===== src/rtl/booth_multiplier_seq_if.sv =====
// Handshake and result bundle between the control unit and booth_multiplier_seq.
// The optional ovf flag exists only when MUL_OVERFLOW_EN is defined.
interface booth_multiplier_seq_if #(
    parameter int WIDTH = 32
);
    logic             start;
    logic [WIDTH-1:0] multiplicand;
    logic [WIDTH-1:0] multiplier;
    logic             busy;
    logic             done;
    logic [WIDTH-1:0] product_hi;
    logic [WIDTH-1:0] product_lo;
`ifdef MUL_OVERFLOW_EN
    logic             ovf;

    // Control unit side: issues requests and collects the product and overflow flag
    modport master (
        output start, multiplicand, multiplier,
        input  busy, done, product_hi, product_lo, ovf
    );

    // Multiplier side
    modport slave (
        input  start, multiplicand, multiplier,
        output busy, done, product_hi, product_lo, ovf
    );
`else
    // Control unit side: issues requests and collects the product
    modport master (
        output start, multiplicand, multiplier,
        input  busy, done, product_hi, product_lo
    );

    // Multiplier side
    modport slave (
        input  start, multiplicand, multiplier,
        output busy, done, product_hi, product_lo
    );
`endif
endinterface


===== src/rtl/booth_multiplier_seq.sv =====
// Sequential signed WIDTH x WIDTH -> 2*WIDTH multiplier, radix-4 Booth, one digit per clock.
// WIDTH must be even. Define MUL_OVERFLOW_EN to add the registered ovf flag, which is set
// when the product does not fit in WIDTH signed bits.
// Timing: start accepted at edge 0, WIDTH/2 iterations on the following edges, one more edge
// enters DONE and registers the product, so done is high after edge WIDTH/2+1.
module booth_multiplier_seq #(
    parameter int WIDTH = 32
) (
    input logic                  clk,
    input logic                  clr,
    booth_multiplier_seq_if.slave bus
);
    localparam int HALF  = WIDTH / 2;
    localparam int CNT_W = $clog2(HALF + 1);
    localparam int AW    = WIDTH + 2;

    typedef enum logic [1:0] {
        IDLE = 2'd0,
        RUN  = 2'd1,
        DONE = 2'd2
    } state_t;

    state_t           state;
    state_t           state_next;
    logic [CNT_W-1:0] count;
    logic [AW-1:0]    m_ext;
    logic [AW-1:0]    acc_a;
    logic [WIDTH-1:0] acc_q;
    logic             q_m1;
    logic [AW-1:0]    digit;
    logic [AW-1:0]    sum_a;
    logic             accept;
    logic             last_iter;

    // A new request is only honoured when no operation is in flight
    assign accept    = bus.start && ((state == IDLE) || (state == DONE));
    // All digits consumed: this edge moves to DONE and captures the product
    assign last_iter = (state == RUN) && (count == CNT_W'(HALF));

    // State register
    always_ff @(posedge clk or posedge clr) begin
        if (clr) begin
            state <= IDLE;
        end else begin
            state <= state_next;
        end
    end

    // Next-state logic; DONE may chain straight into a new RUN
    always_comb begin
        state_next = state;
        case (state)
            IDLE:    if (bus.start) state_next = RUN;
            RUN:     if (last_iter) state_next = DONE;
            DONE:    state_next = bus.start ? RUN : IDLE;
            default: state_next = IDLE;
        endcase
    end

    // Status outputs decoded purely from the state, so busy and done are exclusive
    always_comb begin
        bus.busy = 1'b0;
        bus.done = 1'b0;
        case (state)
            RUN:     bus.busy = 1'b1;
            DONE:    bus.done = 1'b1;
            default: ;
        endcase
    end

    // Booth digit from the low multiplier pair plus the previously shifted-out bit
    always_comb begin
        digit = '0;
        case ({acc_q[1:0], q_m1})
            3'b001, 3'b010: digit = m_ext;
            3'b011:         digit = {m_ext[AW-2:0], 1'b0};
            3'b100:         digit = AW'(0) - {m_ext[AW-2:0], 1'b0};
            3'b101, 3'b110: digit = AW'(0) - m_ext;
            default:        digit = '0;
        endcase
        sum_a = acc_a + digit;
    end

    // Operand capture and one add/arithmetic-shift-by-two step per RUN cycle
    always_ff @(posedge clk or posedge clr) begin
        if (clr) begin
            count <= '0;
            m_ext <= '0;
            acc_a <= '0;
            acc_q <= '0;
            q_m1  <= 1'b0;
        end else if (accept) begin
            count <= '0;
            m_ext <= {{2{bus.multiplicand[WIDTH-1]}}, bus.multiplicand};
            acc_a <= '0;
            acc_q <= bus.multiplier;
            q_m1  <= 1'b0;
        end else if ((state == RUN) && !last_iter) begin
            count <= count + CNT_W'(1);
            acc_a <= {{2{sum_a[AW-1]}}, sum_a[AW-1:2]};
            acc_q <= {sum_a[1:0], acc_q[WIDTH-1:2]};
            q_m1  <= acc_q[1];
        end
    end

    // Result registers, loaded only on entry to DONE and held until the next completion
    always_ff @(posedge clk or posedge clr) begin
        if (clr) begin
            bus.product_hi <= '0;
            bus.product_lo <= '0;
`ifdef MUL_OVERFLOW_EN
            bus.ovf        <= 1'b0;
`endif
        end else if (last_iter) begin
            bus.product_hi <= acc_a[WIDTH-1:0];
            bus.product_lo <= acc_q;
`ifdef MUL_OVERFLOW_EN
            bus.ovf        <= (acc_a[WIDTH-1:0] != {WIDTH{acc_q[WIDTH-1]}});
`endif
        end
    end

endmodule

===== src/flat_wrapper.sv =====
// flat-port wrapper written by rule: the top's interface ports become plain ports
module booth_multiplier_seq_flat 
#(
    parameter int WIDTH = 32
)
  (clk, clr, bus_start, bus_multiplicand, bus_multiplier, bus_busy, bus_done, bus_product_hi, bus_product_lo);
  booth_multiplier_seq_if #(.WIDTH(WIDTH)) bus_i ();
  input logic clk;
  input logic clr;
  input wire logic [$bits(bus_i.start)-1:0] bus_start;
  input wire logic [$bits(bus_i.multiplicand)-1:0] bus_multiplicand;
  input wire logic [$bits(bus_i.multiplier)-1:0] bus_multiplier;
  output wire logic [$bits(bus_i.busy)-1:0] bus_busy;
  output wire logic [$bits(bus_i.done)-1:0] bus_done;
  output wire logic [$bits(bus_i.product_hi)-1:0] bus_product_hi;
  output wire logic [$bits(bus_i.product_lo)-1:0] bus_product_lo;
  assign bus_i.start = bus_start;
  assign bus_i.multiplicand = bus_multiplicand;
  assign bus_i.multiplier = bus_multiplier;
  assign bus_busy = bus_i.busy;
  assign bus_done = bus_i.done;
  assign bus_product_hi = bus_i.product_hi;
  assign bus_product_lo = bus_i.product_lo;
  booth_multiplier_seq #(.WIDTH(WIDTH)) u_core (.clk(clk), .clr(clr), .bus(bus_i));
endmodule

===== config.mk =====
export PLATFORM = sky130hd
export DESIGN_NAME = booth_multiplier_seq_flat
export DESIGN_NICKNAME = d
export VERILOG_FILES = /design/src/rtl/booth_multiplier_seq_if.sv /design/src/rtl/booth_multiplier_seq.sv /design/src/flat_wrapper.sv
export SDC_FILE = /design/constraint.sdc
export NUM_CORES = 1
export LEC_CHECK = 0
export ABC_AREA = 1
export BUFFER_PORTS_ARGS = -buffer_cell sky130_fd_sc_hd__buf_4
export CAP_MARGIN = 25
export CORE_MARGIN = 4
export CORE_UTILIZATION = 50
export CTS_CLUSTER_DIAMETER = 80
export DETAILED_ROUTE_END_ITERATION = 10
export PLACE_DENSITY_LB_ADDON = 0.05
export SLEW_MARGIN = 20
export SYNTH_ARGS = -nofsm -noshare
export SYNTH_HDL_FRONTEND = slang
export SYNTH_SLANG_ARGS = --single-unit

===== constraint.sdc =====
create_clock -name clk -period 6.9 [get_ports clk]
set_clock_uncertainty 0.15 [all_clocks]
set_input_delay 1.38 -clock clk [delete_from_list [all_inputs] [get_ports clk]]
set_output_delay 1.38 -clock clk [all_outputs]
set_load 0.05 [all_outputs]

### Yosys cells after proc, flatten, opt, wreduce, memory -nomap -nowiden

Index checks and enable logic that the tools add are counted.

* bits in registers: 170
* logic and storage cells: 48
* output and inout bits: 66
* input bits: 67

* reduce and logical (&&, ||, !) cells: 10
* add/sub/neg operators: 4
* multiplexer cells: 15
* eq/ne operators: 11

Operators with widths (number)
* 34-bit one-hot mux with 4 select lines: 1
* 34-bit 2-to-1 mux: 2
* 32-bit 2-to-1 mux: 2
* 34-bit adder: 1
* 1-bit by 33-bit subtractor with 34-bit output (first input constant): 1
* 1-bit by 32-bit subtractor with 33-bit output (first input constant): 1
* 5-bit 2-to-1 mux: 2
* 3-bit equality test (second input constant): 3
* 3-bit by 2-bit equality test with 1-bit output (second input constant): 2
* 2-bit one-hot mux with 3 select lines: 1
* 5-bit by 1-bit adder with 5-bit output (second input constant): 1
* 5-bit equality test (second input constant): 1
* 1-bit 2-to-1 mux: 5
* 2-bit 2-to-1 mux: 2
* 2-bit OR reduction: 2
* 3-bit by 1-bit equality test with 1-bit output (second input constant): 1
* 1-bit logical AND: 3
* 2-bit by 1-bit equality test with 1-bit output (second input constant): 1
* 2-bit equality test (second input constant): 1
* 2-bit logical NOT: 1
* 2-bit by 1-bit inequality test with 1-bit output (second input constant): 1
* 2-bit inequality test (second input constant): 1
* 2-bit AND reduction: 1
* 2-bit nonzero test: 1
* 2 further kinds: 2

### Longest topological paths before layout

Gate-level depths: netlist of run 1.

* word-level depth: 6
* depth in mapped cells: 25
* mapped depth without buffers: 25

### Worst setup path after synthesis of run 1

No wires, ideal clock.

* path kind: register to register
* start point: register u_core.m_ext[0]
* end point: register u_core.acc_a[30]
* path slack: 3.962 ns
* required time: 6.633 ns
* period minus slack after synthesis: 2.938 ns
* setup time: 0.117 ns
* buffers on the path: 0
* cell stages (with the launch flop): 25
* arrival time: 2.670 ns
* cells stage by stage: dfrtp_1 > inv_2 > ha_1 > nand2_2 > nor2_4 > nand2_4 > nor2_4 > nand2_1 > nor2_1 > xor2_1 > inv_1 > nand2_1 > nand4_1 > ha_1 > nand2_1 > nor2_1 > inv_1 > nor3_1 > nand2_1 > nand2_1 > nand3_1 > nand2_1 > nand2_1 > nand3_1 > nand2_1

* longest elaborated chain between the ends: 5
* elaborated cells on any way between the ends: 6
* classes of those cells: 3 x add/sub; 3 x mux

Ends and longest elaborated chain
* start, declared: RTL line booth_multiplier_seq.sv:26 `logic [AW-1:0] m_ext;`
* start signal, assigned: RTL line booth_multiplier_seq.sv:94 `m_ext <= {{2{bus.multiplicand[WIDTH-1]}}, bus.multiplicand};`
* 1-bit by 33-bit subtractor with 34-bit output / 1-bit by 32-bit subtractor with 33-bit output (equally long branches): RTL line booth_multiplier_seq.sv:77, booth_multiplier_seq.sv:78
* 34-bit one-hot mux with 4 select lines *: RTL line booth_multiplier_seq.sv:74 `case ({acc_q[1:0], q_m1})`
* 34-bit adder *: RTL line booth_multiplier_seq.sv:81 `sum_a = acc_a + digit;`
* 34-bit 2-to-1 mux *: RTL line booth_multiplier_seq.sv:98 `end else if ((state == RUN) && !last_iter) begin`
* 34-bit 2-to-1 mux *: RTL line booth_multiplier_seq.sv:92 `end else if (accept) begin`
* end signal, assigned: RTL line booth_multiplier_seq.sv:100 `acc_a <= {{2{sum_a[AW-1]}}, sum_a[AW-1:2]};`
* end, declared: RTL line booth_multiplier_seq.sv:27 `logic [AW-1:0] acc_a;`

Mark *: on every way between the ends. The rest lies on a longest branch, timed or not. The select of a mux whose other input is x is not followed.
A chain may end at the register's enable or synchronous reset.

### Worst setup path in the final report of run 1

* start point: register u_core.q_m1
* end point: register u_core.acc_a[10]

* longest elaborated chain between the ends: 6
* elaborated cells on any way between the ends: 12
* classes of those cells: 1 x add/sub; 6 x eq/ne; 3 x mux; 2 x reduce/logical

Ends and longest elaborated chain
* start, declared: RTL line booth_multiplier_seq.sv:29 `logic q_m1;`
* start signal, assigned: RTL line booth_multiplier_seq.sv:102 `q_m1 <= acc_q[1];`
* 3-bit equality test (tied with other cells): RTL line booth_multiplier_seq.sv:74
* 2-bit OR reduction: RTL line booth_multiplier_seq.sv:74
* 34-bit one-hot mux with 4 select lines *: RTL line booth_multiplier_seq.sv:74
* 34-bit adder *: RTL line booth_multiplier_seq.sv:81
* 34-bit 2-to-1 mux *: RTL line booth_multiplier_seq.sv:98
* 34-bit 2-to-1 mux *: RTL line booth_multiplier_seq.sv:92

Marked as above.

==> summary.md, run 1 <==
| Metric | Value |
|---|---|
| Setup TNS | 0 ns |
| Io pins | 133 |
| Pre-antenna DRT Iters | 5 |
| Port-buffer cells | 132 |
| CP bufs+invs | 2 |
| Pins over their slew limit | 0 |
| Fin. Hold Viols | 0 |
| Critical path class | reg -> reg |
| Worst path arrival time | 3.81 ns |
| Average cell area after synthesis | 7.30 sq um |
| Largest net degree at the start of global routing | 109 |
| Fin crit share | 53.4% |
| Crit-path leading delay family | compound AO/OA/AOI/OAI gates |
| Cts-stage hold buffer count | 0 |
| Gr ovfl total | 0 |
| Ys flop type | dfrtp_1 |
| Drt drc | 0 |
| Crit end category | flop |
| WL/cell | 15.1 um |
| Post-synth EDFFs | 0 |
| Kind of start point of the critical path | flop |
| Yosys reg bits | 168 |
| Worst Tran Pin Value | 0.933 ns |
| Syn Nets | 1495 |
| Global-route wire length before repair | 44400 um |
| Total track usage | 24.5% |
| Antenna viol nets, final | 0 |
| Req. time, crit path | 7.02 ns |
| Share of layout cells above drive strength 1 | 14.4% |
| HP Class | reg -> reg |
| Die area | 0.0226 sq mm |
| Initial antenna violation count | 0 |
| Fmax | 271 MHz |
| Worst path slowest cell | inv_1 |
| # setup viols final | 0 |
| RSZ-0062 raised after global routing | no |
| Warnings, synthesis | 0 |
| WL final | 26900 um |
| Initial Utilization | 51.5% |
| Synth async-reset ratio | 100% |
| Status | completed |
| TritonCTS clock tree | built |
| Register area share after synthesis | 41.4% |
| Mapped Cells | 1391 |
| Post-Syn Area | 0.0102 sq mm |
| Chip Width | 150 um |
| Total setup buffers inserted after CTS | 0 |
| Die H | 150 um |
| Row count | 51 |
| CTS buffer count | 17 |
| ANT cells | 0 |
| Clock sink count | 168 |
| Initial DRC Count | 580 |
| Clk Tree Root Cell | clkbuf_16 |
| Worst-Skew Late Latency | 0.43 ns |
| CP max stage delay | 0.55 ns |
| CP dominant cell by count | nand2_1 |
| Via count | 9407 |
| CTS max path bufs | 2 |
| H-tree levels | 4 |
| PostCTS Resize Cnt | 0 |
| Clock-pin transition on the worst setup and hold timing paths | 0.07 ns |
| Max_cap viols | 0 |
| NumNets Final | 1606 |
| Vias in the first global route | 8839 |
| Worst-path cell chain | inv_1 -> nand2_1 -> nand2_1 -> nor2_4 -> inv_1 -> o22ai_1 -> a221o_1 -> ha_1 -> a21oi_1 -> nor2_1 -> nor2_1 -> nand2_1 -> nand2_1 -> nand2_1 -> o21ai_0 -> o21ai_0 |
| Crit path time final | 3.69 ns |
| Core Region | 0.0197 sq mm |
| Worst Path Max Fanout | 24 |
| GPL Wtd Cong | 0.973 |
| Relative slew slack | 37.8% |
| Netlist cell types | 47 |
| DP HPWL | 20000 um |
| Via/cell ratio | 5.29 |
| Area Growth Syn to Fin | 18.1% |
-- worst paths after layout --
path,start,to,slack (ns),depth (start not counted)
worst max-delay path,u_core.q_m1,u_core.acc_a[10],3.21,16
worst min-delay path,u_core.bus.product_hi[22],u_core.bus.product_hi[22],0.32,2
worst max register to register,u_core.q_m1,u_core.acc_a[10],3.21,16
worst min register to register,u_core.bus.product_hi[22],u_core.bus.product_hi[22],0.32,2
max in group asynchronous,clr,u_core.bus.product_hi[22],4.59,3
min in group asynchronous,clr,u_core.bus.product_lo[26],0.82,2
-- synth_stat cells (20+ instances only) --
master | number | area [sq um]
a21oi_1 | 84 | 420
buf_2 | 23 | 115
clkbuf_1 | 22 | 82.6
dfrtp_1 | 168 | 4200
ha_1 | 36 | 450
inv_1 | 157 | 589
nand2_1 | 381 | 1430
nand3_1 | 76 | 380
nor2_1 | 86 | 323
nor3_1 | 42 | 210
o21ai_0 | 151 | 756
o22ai_1 | 20 | 125
-- cells in the final DEF, fill, tap and decap left out, drive strengths merged, types with 3 or more instances in the layout --
| cell type | n |
|---|---|
| dfrtp | 168 |
| xnor2 | 3 |
| a21o | 3 |
| o22ai | 20 |
| nand2 | 388 |
| bufinv | 3 |
| nand3 | 78 |
| ha | 36 |
| inv | 176 |
| a21boi | 3 |
| nand4 | 15 |
| o21ai | 171 |
| o2111ai | 8 |
| a21oi | 84 |
| nand3b | 11 |
| nor3 | 44 |
| o211ai | 4 |
| clkbuf | 18 |
| o21bai | 4 |
| nor2 | 97 |
| clkinv | 8 |
| buf | 140 |
| xor2 | 17 |
-- flip-flops by register name, summed over array words and instances (netlist names) --
name                   count
u_core.count               5
u_core.q_m1                1
u_core.acc_a              32
u_core.state               2
u_core.acc_q              32
u_core.bus.product_lo     32
u_core.bus.product_hi     32
u_core.m_ext              32
-- cell families (layout without fill, tap and decap cells) --
kind of cell | count (synthesis) | in the layout | share of synthesized area [%]
flops | 168 | 168 | 41.4
xor+xnor | 20 | 20 | 1.73
compound gates | 306 | 306 | 16.3
fa+ha+maj | 37 | 37 | 4.63
buf+inv | 223 | 346 | 8.53
simple gates | 637 | 637 | 27.4
-- final cells by class --
class	instances	area [sq um]
fill	1895	7730
multi-input combinational	1000	5090
sequential	168	4200
timing repair buffer	140	1080
inverter	175	663
clock buffer	18	429
tap	265	332
clock inverter	13	191
-- routing by layer --
| metal | wire, um | part of all wire (%) | up-vias | global-route usage, % |
|---|---|---|---|---|
| met2 | 12000 | 45 | 297 | 39.2 |
| met3 | 1690 | 6.3 | 30 | 3.10 |
| met4 | 437 | 1.6 | 0 | 6.50 |
| met1 | 12700 | 47 | 4274 | 35.4 |
| li1 | - | - | 4806 | - |
| met5 | 0 | 0 | - | 0 |
-- worst reg2reg max path, delay by kind of cell (launching register included) --
kind	cells	cell delay (ns)
and+or+nand+nor	8	0.84
adders and majority gates	1	0.36
DFF	1	0.41
AOI/OAI and AO/OA	5	1.14
buffers and inverters	2	0.64
-- stage by stage --
step	cell area, sq um	setup slack, ns	instances	utilization (%)	hold slack [ns]
after floorplan	10200	0.823	1391	-	0.304
after global placement	11300	2.83	1746	57.4	0.307
after detailed placement	11300	2.78	1747	57.5	0.310
after CTS	12000	3.21	1778	60.6	0.326
after global routing	12000	2.84	1779	60.8	0.345
final	12000	3.21	1779	60.8	0.321
Power of run 1 is not shown: default switching activity piles up to over one toggle a cycle in this logic, so the estimate is an artifact.
==> run 2, diff against run 1 <==
Settings changed: ABC_AREA 1 to 0.
Clock period 6.9 ns to 3.6 ns, I/O delays scaled along.
==> summary.md, run 2 <==
| Metric | Value |
|---|---|
| Status | finished with violations |
| Failing checks | negative setup slack |
| Worst path arrival time | 5.01 ns |
| Netlist cell types | 60 |
| Syn Nets | 1383 |
| Via count | 10.1k |
| Most frequent cells in the layout | nand2_1 (403), buf_4 (341), dfrtp_1 (168), nor2_1 (86), o21ai_0 (47) |
| Average cell area after synthesis | 7.82 sq um |
| Die H | 149 um |
| CP Capture Point | u_core.acc_a[28] |
| Crit path launch | u_core.m_ext[10] |
| Kind of start point of the critical path | flop |
| CTS buffer count | 17 |
| Worst Path Max Fanout | 3 |
| GPL Wtd Cong | 0.898 |
| Die area | 0.0223 sq mm |
| Share of layout cells above drive strength 1 | 31.9% |
| Via/cell ratio | 5.47 |
| Top cell type's share of synthesized area | 42.0% |
| Final WS setup | -1.22 ns |
| Gr ovfl total | 0 |
| CTS max path bufs | 2 |
| Io pins | 133 |
| H-tree levels | 4 |
| HP Class | in -> async |
| Pre-antenna DRT Iters | 7 |
| Reg2Reg Capture Point | u_core.acc_a[28] |
| Fmax | 207 MHz |
| Pins over their slew limit | 0 |
| Req. time, crit path | 3.79 ns |
| Non-filler instance count after layout | 1847 |
| Drt drc | 0 |
| Mapped Cells | 1279 |
| RSZ-0062 raised after global routing | yes |
| NumNets Final | 1673 |
| Core Region | 0.0196 sq mm |
| Ys flop type | dfrtp_1 |
| Initial Utilization | 51.1% |
| Clk Tree Root Cell | clkbuf_16 |
| Row count | 51 |
| Clock-pin transition on the worst setup and hold timing paths | 0.08 ns |
| WL/cell | 16.3 um |
| Cts-stage hold buffer count | 0 |
| Antenna viol nets, final | 0 |
| Relative slew slack | 35.8% |
| Area Growth Syn to Fin | 40.5% |
| # setup viols final | 23 |
| Max_cap viols | 0 |
| Yosys reg bits | 168 |
| Fin. Hold Viols | 0 |
| Total track usage | 26.7% |
| Reg2reg path depth | 19 |
| Synth async-reset ratio | 100% |
| Reg-to-reg startpoint | u_core.m_ext[10] |
| Warnings, synthesis | 0 |
| Global-route wire length before repair | 48200 um |
| Initial antenna violation count | 0 |
| Fillers | 1544 |
| Chip Width | 149 um |
| Critical path class | reg -> reg |
| Register area share after synthesis | 42.0% |
| Initial DRC Count | 582 |
| Worst Tran Pin Value | 0.959 ns |
| Hold slack | 0.0334 ns |
| Top cell types by occurrence after synthesis | nand2_1 (411), dfrtp_1 (168), o21ai_0 (101) |
| Crit end category | flop |
| Vias in the first global route | 9535 |
| ANT cells | 0 |
| Count leader, synth | nand2_1 |
| Fin crit share | 134% |
| Commonest non-fill, non-tap cell in the layout | nand2_1 |
| Largest net degree at the start of global routing | 85 |
| Clock sink count | 168 |
| Top cells by area, synth | dfrtp_1 (42%), nand2_1 (15%), o21ai_0 (5.1%) |
| Cells after DPL | 1795 |
| Setup TNS | -15.52 ns |
| DP HPWL | 20700 um |
| Pre-CTS setup slack | -1.19 ns |
| WL final | 30100 um |
| Port-buffer cells | 132 |
| Post-synth EDFFs | 0 |
| TritonCTS clock tree | built |
| R2R Setup Slk | -1.22 ns |
| Post-Syn Area | 0.0100 sq mm |
| Synth area leader | dfrtp_1 |
| Crit path time final | 4.82 ns |
| Worst-Skew Late Latency | 0.45 ns |
==> run 2: cell count changes after synthesis, moves of 20 or more <==
| cell | before | now |
|---|---|---|
| o21ai_0 | 151 | 101 |
| clkbuf_1 | 22 | 67 |
| nand2_1 | 381 | 411 |
| xnor2_1 | 3 | 37 |
| inv_1 | 157 | 19 |
| a22oi_1 | 1 | 28 |
| nand3_1 | 76 | 42 |
| a21oi_1 | 84 | 45 |
| nor3_1 | 42 | 16 |
| a31oi_1 | 2 | 39 |
| buf_2 | 23 | 3 |
==> run 2: cell type report <==
type / instances / area [sq um] / area share [%]
Multi-Input combinational cell: 1006 / 6060 / 43.1
Sequential cell: 168 / 4200 / 29.9
Timing Repair Buffer: 357 / 2750 / 19.6
Clock buffer: 17 / 425 / 3.03
Tap cell: 265 / 332 / 2.36
Clock inverter: 15 / 204 / 1.45
Inverter: 19 / 75.1 / 0.534
==> run 2: how the worst min path moves through the flow <==
stage                                endpoint                 startpoint  depth (start not counted)
floorplan           u_core.bus.product_lo[10]           u_core.acc_q[10]                          2
global placement     u_core.bus.product_lo[2]   u_core.bus.product_lo[2]                          2
detailed placement  u_core.bus.product_hi[23]  u_core.bus.product_hi[23]                          2
CTS                          u_core.acc_q[10]                        clr                          2
global route                 u_core.acc_q[10]                        clr                          2
finish              u_core.bus.product_lo[10]                        clr                          2
==> run 2: per-stage QoR <==
step / utilization [%] / area [sq um]
4_1_cts: 69.6 / 13600
5_1_grt: 71.7 / 14000
3_5_place_dp: 64.6 / 12700
6_report: 71.7 / 14000
3_3_place_gp: 64.6 / 12700
2_1_floorplan: - / 10100
==> run 2: repair_timing <==
| item | 4_1_cts | 5_1_grt |
|---|---|---|
| endpoints found under the setup margin | 24 | 25 |
| pin swaps | 40 | 46 |
| gates cloned | 0 | 0 |
| resized for setup | 75 | 78 |
| buffers inserted | 12 | 14 |
==> run 2: logic make-up after synthesis <==
family | synth area share, %
simple gates | 26.3
compound gates | 17.4
flops | 42.0
buf+inv | 4.13
xor+xnor | 5.34
fa+ha+maj | 4.70
mux | 0.100
==> run 2: metal layers <==
layer / vias to the layer above / GRT usage (%) / wire length, um
met5: - / 0 / 0
met2: 294 / 41.7 / 14000
met3: 40 / 3.36 / 1580
li1: 4963 / - / -
met4: 0 / 6.96 / 467
met1: 4797 / 39.7 / 14000
==> run 2: critical path: stages, from the launching register on <==
cell	delay (ns)
dfrtp_1	0.39
nor3_2	0.18
and4b_1	0.23
or3b_4	0.39
or4b_4	0.55
or2_4	0.24
or3_4	0.39
nand2_2	0.08
xor2_1	0.14
o21ai_1	0.09
ha_1	0.31
a21o_1	0.17
a21o_1	0.14
a21o_1	0.18
a2111oi_2	0.28
o211ai_1	0.19
a31o_2	0.23
a211o_1	0.25
nand3_1	0.08
nand2_1	0.05
Power of run 2 is left out for the same reason.
